File: src/rtl/uint_sub_skid_stage.sv
// Registered valid/ready subtract stage: O = I0 - I1 (mod 2^width), borrow = (I1 > I0).
// Results sit in a 2-entry skid buffer (main entry drives outputs, skid entry absorbs a stall).
// A saturating counter tracks accepted pairs that borrowed.
// Optional build macro UINT_SUB_SAT_EN: on borrow the stored O is clamped to zero.
module uint_sub_skid_stage #(
  parameter int unsigned width     = 3,
  parameter int unsigned cnt_width = 8
) (
  input  logic                 CLK,
  input  logic                 ASYNCRESETN,
  input  logic                 in_valid,
  output logic                 in_ready,
  input  logic [width-1:0]     I0,
  input  logic [width-1:0]     I1,
  output logic                 out_valid,
  input  logic                 out_ready,
  output logic [width-1:0]     O,
  output logic                 borrow,
  output logic [cnt_width-1:0] borrow_count
);

  typedef enum logic [1:0] {StEmpty, StOne, StFull} state_e;

  state_e               state_q, state_d;
  logic [width-1:0]     main_o_q, main_o_d;
  logic                 main_b_q, main_b_d;
  logic [width-1:0]     skid_o_q, skid_o_d;
  logic                 skid_b_q, skid_b_d;
  logic [cnt_width-1:0] cnt_q, cnt_d;

  logic [width-1:0] diff;
  logic [width-1:0] new_o;
  logic             new_b;
  logic             accept;
  logic             pop;

  // Result of the incoming pair, captured into whichever entry the FSM selects.
  always_comb begin
    diff  = I0 - I1;
    new_b = (I1 > I0);
`ifdef UINT_SUB_SAT_EN
    new_o = new_b ? '0 : diff;
`else
    new_o = diff;
`endif
  end

  // Handshake flags decode straight from the state register, so no in->out comb path.
  always_comb begin
    in_ready     = (state_q != StFull);
    out_valid    = (state_q != StEmpty);
    O            = main_o_q;
    borrow       = main_b_q;
    borrow_count = cnt_q;
    accept       = in_valid & in_ready;
    pop          = out_valid & out_ready;
  end

  // Skid-buffer FSM: next state and entry updates.
  always_comb begin
    state_d  = state_q;
    main_o_d = main_o_q;
    main_b_d = main_b_q;
    skid_o_d = skid_o_q;
    skid_b_d = skid_b_q;
    unique case (state_q)
      StEmpty: begin
        if (accept) begin
          main_o_d = new_o;
          main_b_d = new_b;
          state_d  = StOne;
        end
      end
      StOne: begin
        if (accept && pop) begin
          main_o_d = new_o;
          main_b_d = new_b;
        end else if (accept) begin
          skid_o_d = new_o;
          skid_b_d = new_b;
          state_d  = StFull;
        end else if (pop) begin
          state_d = StEmpty;
        end
      end
      StFull: begin
        if (pop) begin
          main_o_d = skid_o_q;
          main_b_d = skid_b_q;
          state_d  = StOne;
        end
      end
      default: state_d = StEmpty;
    endcase
  end

  // Borrow counter counts at accept time and sticks at all-ones.
  always_comb begin
    cnt_d = cnt_q;
    if (accept && new_b && (cnt_q != {cnt_width{1'b1}})) begin
      cnt_d = cnt_q + cnt_width'(1);
    end
  end

  // State and storage registers.
  always_ff @(posedge CLK or negedge ASYNCRESETN) begin
    if (!ASYNCRESETN) begin
      state_q  <= StEmpty;
      main_o_q <= '0;
      main_b_q <= 1'b0;
      skid_o_q <= '0;
      skid_b_q <= 1'b0;
      cnt_q    <= '0;
    end else begin
      state_q  <= state_d;
      main_o_q <= main_o_d;
      main_b_q <= main_b_d;
      skid_o_q <= skid_o_d;
      skid_b_q <= skid_b_d;
      cnt_q    <= cnt_d;
    end
  end

endmodule
File: config.mk
export PLATFORM = sky130hd
export DESIGN_NAME = uint_sub_skid_stage
export DESIGN_NICKNAME = d
export VERILOG_FILES = /design/src/rtl/uint_sub_skid_stage.sv
export SDC_FILE = /design/constraint.sdc
export NUM_CORES = 1
export LEC_CHECK = 0
export ABC_AREA = 1
export BUFFER_PORTS_ARGS = -buffer_cell sky130_fd_sc_hd__buf_2
export CELL_PAD_IN_SITES_DETAIL_PLACEMENT = 1
export CELL_PAD_IN_SITES_GLOBAL_PLACEMENT = 1
export CORE_ASPECT_RATIO = 1.2
export CORE_UTILIZATION = 25
export CTS_CLUSTER_DIAMETER = 60
export DETAILED_ROUTE_END_ITERATION = 10
export PLACE_DENSITY_LB_ADDON = 0.1
export REMOVE_ABC_BUFFERS = 1
export SYNTH_ARGS = -nofsm -noshare
export SYNTH_HDL_FRONTEND = slang
export SYNTH_SLANG_ARGS = --single-unit
export TNS_END_PERCENT = 10
File: constraint.sdc
create_clock -name CLK -period 2 [get_ports CLK]
set_clock_uncertainty 0.05 [all_clocks]
set_input_delay 0.4 -clock CLK [delete_from_list [all_inputs] [get_ports CLK]]
set_output_delay 0.4 -clock CLK [all_outputs]
set_load 0.005 [all_outputs]
; After elaboration in Yosys (flattened, before gate mapping)
; Cells that the tools add are included.
[classes]
reduce_logical = 9
magnitude_cmp = 1
muxes = 14
eq_ne = 9
bitwise = 3
addsub = 2
[op_table]
columns = op, count
row1 = 2-bit 2-to-1 mux, 5
row2 = 2-bit inequality test (second input constant), 5
row3 = 3-bit 2-to-1 mux, 3
row4 = 3-bit case mux with 3 select lines, 1
row5 = 8-bit by 1-bit adder with 8-bit output (second input constant), 1
row6 = 8-bit inequality test (second input constant), 1
row7 = 4-bit AND reduction, 2
row8 = 2-bit case mux with 3 select lines, 1
row9 = 3-bit > comparator, 1
row10 = 1-bit logical AND, 3
row11 = 1-bit 2-to-1 mux, 3
row12 = 3-bit inequality test (second input constant), 1
row13 = 1-bit case mux with 3 select lines, 1
row14 = 3-bit AND reduction, 1
row15 = 3-bit nonzero test, 1
row16 = 3-bit subtractor, 1
row17 = 1-bit AND, 2
row18 = 2-bit by 1-bit equality test with 1-bit output (second input constant), 1
row19 = 2-bit equality test (second input constant), 1
row20 = 2-bit zero test, 1
row21 = 2-bit nonzero test, 1
row22 = 1-bit inverter, 1
[totals]
in_bits = 10
elab_cells = 44
ff_bits = 18

; Depth between registers and ports, before layout
; Gate-level depths: netlist of the first run.
[depth]
ltp_word = 6
ltp_mapped = 10

; Worst setup path before layout of the first run
; No wires, ideal clock.
[synth_timing]
kind = input-to-reg
startpoint = input port I0[0]
endpoint = register main_o_q[1] (netlist: O[1])
required_ps = 1885
cell_stages = 8
arrival_time_ps = 1378
setup_slack_ps = 507
setup_ps = 65
path_buffers = 0
path_cell_list = inv_1 ha_1 inv_1 fa_1 inv_1 o21ai_0 nand2_1 nand2_1
[synth_via]
elab_chain_len = 3
[synth_lines]
columns = item, line_no
row1 = "start, declared", 13  ; input logic [width-1:0] I0,
row2 = 3-bit subtractor (*), 39  ; diff = I0 - I1;
row3 = named net diff[1], 31  ; logic [width-1:0] diff;
row4 = "3-bit 2-to-1 mux, on equally long branches", "75, 68"
row5 = 3-bit case mux with 3 select lines (*), 66  ; unique case (state_q)
row6 = "end signal, assigned", 116  ; main_o_q <= main_o_d;
row7 = "end, declared", 25  ; logic [width-1:0] main_o_q, main_o_d;
; The timed path passes the listed nets; every way through them passes the cells marked *. The select of a mux whose other input is x is not followed.
; A chain may end at the register's enable or synchronous reset.

; Worst setup path after layout of the first run
[layout_timing]
startpoint = register state_q[0]
endpoint = output port in_ready
[layout_via]
elab_chain_len = 1
[layout_lines]
columns = item, line_no
row1 = "start, declared", 24  ; state_e state_q, state_d;
row2 = "start signal, assigned", 108  ; state_q <= StEmpty;
row3 = "start signal, assigned", 115  ; state_q <= state_d;
row4 = 2-bit inequality test, 50  ; in_ready = (state_q != StFull);
row5 = "end, declared", 12  ; output logic in_ready,
; Every way passes these cells.

==> summary.txt, run 1 <==
GRT
  – Initial antenna violation count: 0
  – Number of global-route vias before repair: 1029
  – GRT overflow: 0
  – Total global routing track utilization: 13.1%
  – Largest net degree at the start of global routing: 19
  – First-pass GRT wire length: 4710 µm

Power
  – Static Leak: 0.000726 µW
  – Pwr Total: 1300 µW
  – PwrDens: 962 nW/µm²
  – Maximum VDD drop: 0.000219 V

Timing
  – Slew Viols, Final: 0
  – F_max: 590 MHz
  – Fin. Hold Viols: 0
  – Hold_ws: 0.0327 ns
  – Setup TNS: 0 ns
  – Slew of the pin with the lowest slew margin: 0.449 ns
  – Setup violators final: 0
  – Slew margin rel.: 70.1%
  – Post-layout min period: 1.69 ns
  – RSZ-0062 raised after global routing: no
  – Crit share post-route: 84.7%

Final layout
  – N_diodes: 0
  – Share of layout cells above drive strength 1: 26.8%
  – Most common cell after layout, fill and taps aside: nand2_1
  – Commonest non-fill, non-tap cells in the layout: 58 x nand2_1, 23 x buf_2, 18 x dfrtp_1, 13 x inv_1, 7 x nor2_1
  – Area delta synth->final: 21.6%
  – Final nets: 184
  – Fin util: 31.8%

Clock network
  – Clock buffers created by TritonCTS: 3
  – Worst skew pair latency: 0.25 ns
  – Post-CTS setup buffer count: 0
  – Hold_buf cts: 0
  – CTS tree: built
  – Clock sinks: 18
  – Post-CTS sizing: 0
  – H-tree levels: 1
  – Clk pin slew, worst setup/hold paths: 0.07 ns
  – CTS root buf: clkbuf_8
  – Max Root-Sink Buffers: 2

Synthesis
  – Sequential area share after synthesis: 40.4%
  – Cell Area, Synth: 1110 µm²
  – Syn avg cell area: 7.90 µm²
  – Post-Synthesis Cells: 141
  – Yosys reg bits: 18
  – Yosys Warn Count: 0
  – Unique cell type count in the Yosys netlist: 22

Setup path
  – Crit Path Max Fanout: 8
  – Critical path type: flop to primary output
  – CP startpoint kind: flop
  – Arrival time at the worst endpoint: 1.24 ns
  – Crit path required time: 1.55 ns
  – Setup crit end kind: primary output

Placement
  – Routability congestion estimate: 0.717
  – Hpwl dp: 2140 µm
  – PortBufs: 23

Floorplan
  – Chip height: 75.1 µm
  – Core area: 4260 µm²
  – IO Count: 24
  – Site row count: 26
  – DIE WIDTH: 62.9 µm
  – Initial core utilization: 26.1%
  – Area of the die: 4730 µm²

Status
  – Status: finished, final reports clean

Routing
  – Final ANT Viol Nets: 0
  – Iter 0 DRT Violations: 37
  – Number of remaining DRC errors: 0
  – Wire per inst: 12.3 µm
  – DR pass1 iterations: 4
  – Vias: 966
  – Via density: 4.31
  – Routed WL: 2750 µm

Run
  – Max-Cap Viols: 0

Worst hold path
  – Hold WC Path Type: primary input to async pin
==> synth_stat cells <==
library cell	number	area share (%)
ha_1	4	4.5
nand2_2	2	1.1
fa_1	1	1.8
nor2_1	7	2.4
nor2_4	4	4.0
a21oi_1	3	1.3
nor2_8	1	1.8
xor2_1	4	3.1
nand2_4	2	2.0
nand3_1	4	1.8
a21oi_2	1	0.79
nand3_4	1	1.6
nand3b_1	2	1.3
dfrtp_1	18	40
nand3_2	1	0.90
inv_2	4	1.3
or2_4	1	0.79
nand4_1	3	1.7
nor2_2	1	0.56
inv_1	13	4.4
o21ai_0	6	2.7
nand2_1	58	20
==> state kept, by name, indices dropped and copies added (netlist names) <==
name / flops
skid_o_q: 3
borrow_count: 8
state_q: 2
O: 3
skid_b_q: 1
borrow: 1
==> power breakdown <==
part	switching, µW	internal (µW)	total [µW]
Combinational	248	179	427
Clock	128	175	303
Sequential	94.4	478	572
Total	471	831	1300
==> final timing paths <==
kind | cells past startpoint | slack (ns) | start | end
worst max-delay path | 3 | 0.31 | state_q[0]$_DFFE_PN0P_ | in_ready
worst min-delay path | 1 | 0.03 | ASYNCRESETN | borrow_count[4]$_DFFE_PN0P_
worst max register to register | 8 | 0.58 | borrow_count[0]$_DFFE_PN0P_ | borrow_count[6]$_DFFE_PN0P_
worst min register to register | 2 | 0.42 | O[0]$_DFFE_PN0P_ | O[0]$_DFFE_PN0P_
max in group asynchronous | 1 | 1.56 | ASYNCRESETN | skid_o_q[0]$_DFFE_PN0P_
min in group CLK | 2 | 0.34 | out_ready | state_q[1]$_DFFE_PN0P_
==> through the flow <==
step                      setup WS [ns]  cell area (µm²)  std cells
after floorplan                   0.507             1110        141
after global placement            0.336             1300        220
after detailed placement          0.302             1300        220
after CTS                         0.283             1350        224
after global routing              0.239             1350        224
final                             0.306             1350        224
==> cell type report <==
class,instances,area (µm²)
Sequential cell,18,450
Multi-Input combinational cell,106,599
Fill cell,541,2910
Timing Repair Buffer,23,115
Tap cell,56,70.1
Clock buffer,4,55.1
Inverter,17,63.8
==> metal layers <==
layer / wire [µm] / vias to the layer above / global-route usage [%]
met2: 1390 / 15 / 24.7
met5: 0 / - / 0
li1: - / 491 / -
met3: 66 / 2 / 1.82
met4: 25 / 0 / 4.65
met1: 1260 / 458 / 15.1
==> critical path: stages (launching register included) <==
cell and delay [ns]:
dfrtp_1 0.45, nor2_4 0.29, inv_2 0.11, buf_2 0.14
==> cells by family (layout without fill, tap and decap cells) <==
logic type | count (synthesis) | in the layout | synth area share (%)
compound gates | 10 | 10 | 4.83
buf+inv | 17 | 44 | 5.73
fa+ha+maj | 5 | 5 | 6.29
flops | 18 | 18 | 40.4
simple gates | 87 | 87 | 39.6
xor+xnor | 4 | 4 | 3.15
Note: power is estimated with default switching activity, not from simulation.
==> inputs of run 2 (changes only) <==
clock period = 1.7 ns   (was 2 ns; I/O delays follow)
==> summary.txt, run 2 (synthesis results as in run 1) <==
Setup path
  – Crit path required time: 1.31 ns (-0.24 ns)
  – R2r startpoint: borrow_count[0]$_DFFE_PN0P_
  – Crit Path Max Fanout: 5 (-3)
  – Setup crit end kind: primary output
  – CP Launch Point: state_q[1]$_DFFE_PN0P_
  – R2r worst-path depth: 8 (unchanged)
  – Critical path type: flop to primary output
  – Arrival time at the worst endpoint: 1.09 ns (-0.15 ns)
  – Critical path capture point: in_ready
  – CP startpoint kind: flop
  – R2r setup slk: 0.28 ns (-0.30 ns)
  – Worst R2R End: borrow_count[6]$_DFFE_PN0P_

Power
  – Static Leak: 0.000735 µW (+1.2%)
  – Maximum VDD drop: 0.000256 V (+17%)
  – Comb pwr share: 33.0% (+0.2 points)
  – Switching Fraction: 36.1% (about the same)
  – P_sw: 556 µW (+18%)
  – Clock Power Share: 23.2% (about the same)
  – Internal power: 983 µW (+18%)
  – Seq pwr share: 43.8% (about the same)
  – PwrDens: 1120 nW/µm² (+17%)

Routing
  – Routed WL: 2750 µm (-0.11%)
  – DR pass1 iterations: 4 (unchanged)
  – Vias: 974 (+0.83%)
  – Wire per inst: 12.1 µm (-0.99%)
  – Iter 0 DRT Violations: 38 (+2.7%)
  – Final ANT Viol Nets: 0 (unchanged)
  – Via density: 4.31 (about the same)
  – Number of remaining DRC errors: 0 (unchanged)

Clock network
  – CTS tree: built
  – H-tree levels: 1 (unchanged)
  – Worst skew pair latency: 0.25 ns (about the same)
  – Post-CTS sizing: 0 (unchanged)
  – CTS root buf: clkbuf_8
  – Clk pin slew, worst setup/hold paths: 0.07 ns (about the same)
  – Clock sinks: 18 (unchanged)
  – Clock buffers created by TritonCTS: 3 (unchanged)
  – Max Root-Sink Buffers: 2 (unchanged)

Timing
  – Fin. Hold Viols: 0 (unchanged)
  – Slew of the pin with the lowest slew margin: 0.446 ns (-0.00300 ns)
  – Post-layout min period: 1.48 ns
  – F_max: 677 MHz
  – Setup violators final: 0 (unchanged)
  – Setup TNS: 0 ns (unchanged)
  – RSZ-0062 raised after global routing: no
  – Slew margin rel.: 70.3% (+0.20 points)
  – Crit share post-route: 86.9%
  – Slew Viols, Final: 0 (unchanged)

GRT
  – Initial antenna violation count: 0 (unchanged)
  – Number of global-route vias before repair: 1029 (unchanged)
  – Grt met2 use: 24.7% (unchanged)
  – Met1 Use GR: 15.1% (unchanged)
  – GRT overflow: 0 (unchanged)
  – M3 GR Usage: 1.82% (unchanged)
  – Total global routing track utilization: 13.1% (unchanged)
  – GRT Max-Usage Layer: met2
  – First-pass GRT wire length: 4710 µm (unchanged)
  – Largest net degree at the start of global routing: 19 (unchanged)

Final layout
  – N_diodes: 0 (unchanged)
  – Share of layout cells above drive strength 1: 27.1% (+0.27 points)
  – Largest register FFs: 8 (unchanged)
  – Area delta synth->final: 23.1%
  – Final nets: 186 (+1.1%)
  – Most common cell after layout, fill and taps aside: nand2_1
  – Design area: 1370 µm² (+1.3%)
  – Commonest non-fill, non-tap cells in the layout: 58 x nand2_1, 23 x buf_2, 18 x dfrtp_1, 13 x inv_1, 7 x nor2_1

Placement
  – Routability congestion estimate: 0.717 (unchanged)
  – PortBufs: 23 (unchanged)
  – Hpwl dp: 2140 µm (unchanged)
  – Area after DPL: 1300 µm² (unchanged)

Status
  – Status: finished, final reports clean

Floorplan
  – IO Count: 24 (unchanged)
  – Site row count: 26 (unchanged)
  – Core area: 4260 µm² (unchanged)
  – Initial core utilization: 26.1% (unchanged)
  – Area of the die: 4730 µm² (unchanged)
  – Chip height: 75.1 µm (unchanged)
  – DIE WIDTH: 62.9 µm (unchanged)

Worst hold path
  – Hold WC Path Type: primary input to flop

Run
  – Max-Cap Viols: 0 (unchanged)
==> run 2: cell type report <==
type,count,area (µm²)
Multi-Input combinational cell,106,599
Timing Repair Buffer,25,133
Inverter,17,63.8
Tap cell,56,70.1
Sequential cell,18,450
Clock buffer,4,55.1
Fill cell,540,2890
==> run 2: what timing repair did <==
item	in CTS	in global routing
endpoints found under the hold margin	18	0
hold buffers	1	0
setup buffers	0	1
endpoints found under the setup margin	0	1
==> run 2: worst max-delay path: stages, from the launching register on <==
cell and delay, ns:
dfrtp_1 0.38, inv_2 0.09, nor2_4 0.16, inv_2 0.08
buf_2 0.13
==> run 2: power by group through the flow <==
| stage | Sequential [µW] | Clock [µW] | Combinational, µW |
|---|---|---|---|
| 2_1_floorplan | 674 | 0 | 315 |
| 3_3_place_gp | 679 | 0 | 502 |
| 3_5_place_dp | 684 | 0 | 513 |
| 4_1_cts | 676 | 377 | 524 |
| 5_1_grt | 697 | 404 | 595 |
| 6_report | 673 | 357 | 508 |
==> run 2: metrics by stage <==
| step | std cells | hold WS [ns] | total power (µW) | util [%] | worst slack (ns) |
|---|---|---|---|---|---|
| 6_report | 226 | 0.276 | 1540 | 32.2 | 0.223 |
| 5_1_grt | 226 | 0.273 | 1700 | 32.2 | 0.143 |
| 4_1_cts | 225 | 0.273 | 1580 | 32.0 | 0.0430 |
| 3_5_place_dp | 220 | 0.265 | 1200 | 30.5 | 0.0624 |
| 3_3_place_gp | 220 | 0.265 | 1180 | 30.5 | 0.0963 |
| 2_1_floorplan | 141 | -0.00559 | 989 | - | 0.267 |
==> run 2: layer usage <==
layer / wire, µm / up-vias
met4: 25 / 0
li1: - / 494
met1: 1260 / 461
met3: 71 / 2
met2: 1390 / 17
met5: 0 / -
==> run 2: worst min path at each step <==
| stage | start | endpoint | slack (ns) | depth (start not counted) |
|---|---|---|---|---|
| after floorplan | ASYNCRESETN | O[0]$_DFFE_PN0P_ | -0.006 | 0 |
| after global placement | ASYNCRESETN | borrow_count[4]$_DFFE_PN0P_ | 0.26 | 1 |
| after detailed placement | ASYNCRESETN | borrow_count[4]$_DFFE_PN0P_ | 0.26 | 1 |
| after CTS | out_ready | state_q[1]$_DFFE_PN0P_ | 0.27 | 2 |
| after global routing | out_ready | state_q[1]$_DFFE_PN0P_ | 0.27 | 2 |
| final | out_ready | state_q[1]$_DFFE_PN0P_ | 0.28 | 2 |
==> inputs of run 3 (changes only) <==
==> constraint.sdc (replaced) <==
create_clock -name CLK -period 1.7 [get_ports CLK]
set_clock_uncertainty 0.05 [all_clocks]
set_input_delay 0.255 -clock CLK [delete_from_list [all_inputs] [get_ports CLK]]
set_output_delay 0.255 -clock CLK [all_outputs]
set_load 0.005 [all_outputs]
==> summary.txt, run 3 (synthesis results as in run 1) <==
Setup path
  – CP startpoint kind: flop
  – R2r setup slk: 0.28 ns (about the same)
  – R2r startpoint: borrow_count[0]$_DFFE_PN0P_
  – R2r worst-path depth: 8 (unchanged)
  – Crit Path Max Fanout: 8 (+3)
  – Arrival time at the worst endpoint: 1.24 ns (+0.15 ns)
  – Worst R2R End: borrow_count[6]$_DFFE_PN0P_
  – Critical path type: flop to primary output
  – Critical path capture point: in_ready
  – CP Launch Point: state_q[0]$_DFFE_PN0P_
  – Setup crit end kind: primary output
  – Crit path required time: 1.39 ns (+0.08 ns)

Timing
  – Worst setup margin: 0.151 ns (-0.0716 ns)
  – Post-layout min period: 1.55 ns (+0.0716 ns)
  – RSZ-0062 raised after global routing: no
  – Slew Viols, Final: 0 (unchanged)
  – Setup violators final: 0 (unchanged)
  – Setup TNS: 0 ns (unchanged)
  – Slew of the pin with the lowest slew margin: 0.449 ns (+0.00318 ns)
  – Slew margin rel.: 70.1% (-0.21 points)
  – Hold_ws: 0.191 ns (-0.0851 ns)
  – F_max: 646 MHz (-4.6%)
  – Crit share post-route: 91.1% (+4.2 points)
  – Fin. Hold Viols: 0 (unchanged)

Routing
  – Iter 0 DRT Violations: 35 (-7.9%)
  – Vias: 968 (-0.62%)
  – Final ANT Viol Nets: 0 (unchanged)
  – DR pass1 iterations: 4 (unchanged)
  – Wire per inst: 12.2 µm (+0.81%)
  – Via density: 4.30 (-0.17%)
  – Routed WL: 2760 µm (+0.36%)
  – Number of remaining DRC errors: 0 (unchanged)

Status
  – Status: finished, final reports clean

Final layout
  – Largest register FFs: 8 (unchanged)
  – Final nets: 185 (-0.54%)
  – Area delta synth->final: 22.5%
  – Design area: 1360 µm² (-0.55%)
  – Share of layout cells above drive strength 1: 26.6% (-0.43 points)
  – N_diodes: 0 (unchanged)
  – Commonest non-fill, non-tap cells in the layout: 58 x nand2_1, 23 x buf_2, 18 x dfrtp_1, 13 x inv_1, 7 x nor2_1
  – Most common cell after layout, fill and taps aside: nand2_1

Floorplan
  – Initial core utilization: 26.1% (unchanged)
  – Area of the die: 4730 µm² (unchanged)
  – IO Count: 24 (unchanged)
  – DIE WIDTH: 62.9 µm (unchanged)
  – Core area: 4260 µm² (unchanged)
  – Chip height: 75.1 µm (unchanged)
  – Site row count: 26 (unchanged)

Placement
  – Pre-CTS WS: 0.147 ns (+0.0850 ns)
  – Hpwl dp: 2140 µm (unchanged)
  – Routability congestion estimate: 0.717 (unchanged)
  – Area after DPL: 1300 µm² (unchanged)
  – PortBufs: 23 (unchanged)

Clock network
  – CTS root buf: clkbuf_8
  – Clk pin slew, worst setup/hold paths: 0.07 ns (about the same)
  – Worst skew pair latency: 0.25 ns (about the same)
  – Post-CTS setup buffer count: 0 (unchanged)
  – Clock sinks: 18 (unchanged)
  – Clock buffers created by TritonCTS: 3 (unchanged)
  – CTS tree: built
  – H-tree levels: 1 (unchanged)
  – Max Root-Sink Buffers: 2 (unchanged)

Worst hold path
  – Hold WC Path Type: primary input to flop
  – Worst Hold Path Cells: 2 (unchanged)

GRT
  – First-pass GRT wire length: 4710 µm (unchanged)
  – Initial antenna violation count: 0 (unchanged)
  – Total global routing track utilization: 13.1% (unchanged)
  – Largest net degree at the start of global routing: 19 (unchanged)
  – GRT overflow: 0 (unchanged)
  – Number of global-route vias before repair: 1029 (unchanged)

Power
  – Comb pwr share: 32.9% (about the same)
  – Clock Power Share: 23.3% (about the same)
  – Seq pwr share: 43.9% (about the same)
  – PwrDens: 1120 nW/µm² (+0.27%)
  – Static Leak: 0.000730 µW (-0.65%)
  – Maximum VDD drop: 0.000257 V (+0.62%)
  – P_sw: 555 µW (-0.22%)
  – Switching Fraction: 36.2% (about the same)
  – Internal power: 979 µW (-0.31%)

Run
  – Max-Cap Viols: 0 (unchanged)
-- run 3: cell types whose count changed in the layout (fill, tap and decap cells not counted) --
cell   before  now
buf_4       1    0
-- run 3: how the worst min path moves through the flow --
stage,startpoint,endpoint,slack (ns)
2_1_floorplan,ASYNCRESETN,O[0]$_DFFE_PN0P_,-0.09
3_3_place_gp,ASYNCRESETN,borrow_count[4]$_DFFE_PN0P_,0.18
3_5_place_dp,ASYNCRESETN,borrow_count[4]$_DFFE_PN0P_,0.18
4_1_cts,out_ready,state_q[1]$_DFFE_PN0P_,0.19
5_1_grt,out_ready,state_q[1]$_DFFE_PN0P_,0.19
6_report,out_ready,state_q[1]$_DFFE_PN0P_,0.19
-- run 3: power by group through the flow --
stage,Combinational [µW],Clock [µW],Sequential (µW)
after CTS,524,377,676
after global routing,591,404,697
final,505,357,673
after floorplan,315,0,674
after detailed placement,513,0,684
after global placement,502,0,679
-- run 3: layout make-up --
cell class / count / area (µm²)
Clock buffer: 4 / 55.1
Fill cell: 540 / 2900
Inverter: 17 / 63.8
Multi-Input combinational cell: 106 / 599
Sequential cell: 18 / 450
Tap cell: 56 / 70.1
Timing Repair Buffer: 24 / 125
-- run 3: timing repair --
| action | CTS | global route |
|---|---|---|
| endpoints found under the hold margin | 18 | 0 |
| gates resized for setup | 0 | 0 |
| hold buffers | 1 | 0 |
-- run 3: layer usage --
metal / part of all wire, % / GRT usage, %
met5: 0 / 0
met4: 0.91 / 4.65
met3: 2.5 / 1.82
met2: 51 / 24.7
met1: 46 / 15.1
-- run 3: critical path: stages (launching register included) --
cell	delay (ns)
dfrtp_1	0.45
nor2_4	0.29
inv_2	0.11
buf_2	0.14
-- run 3: stage by stage --
stage,power (µW),util (%),std cells
floorplan,989,-,141
global placement,1180,30.5,220
detailed placement,1200,30.5,220
CTS,1580,32.0,225
global route,1690,32.0,225
finish,1530,32.0,225
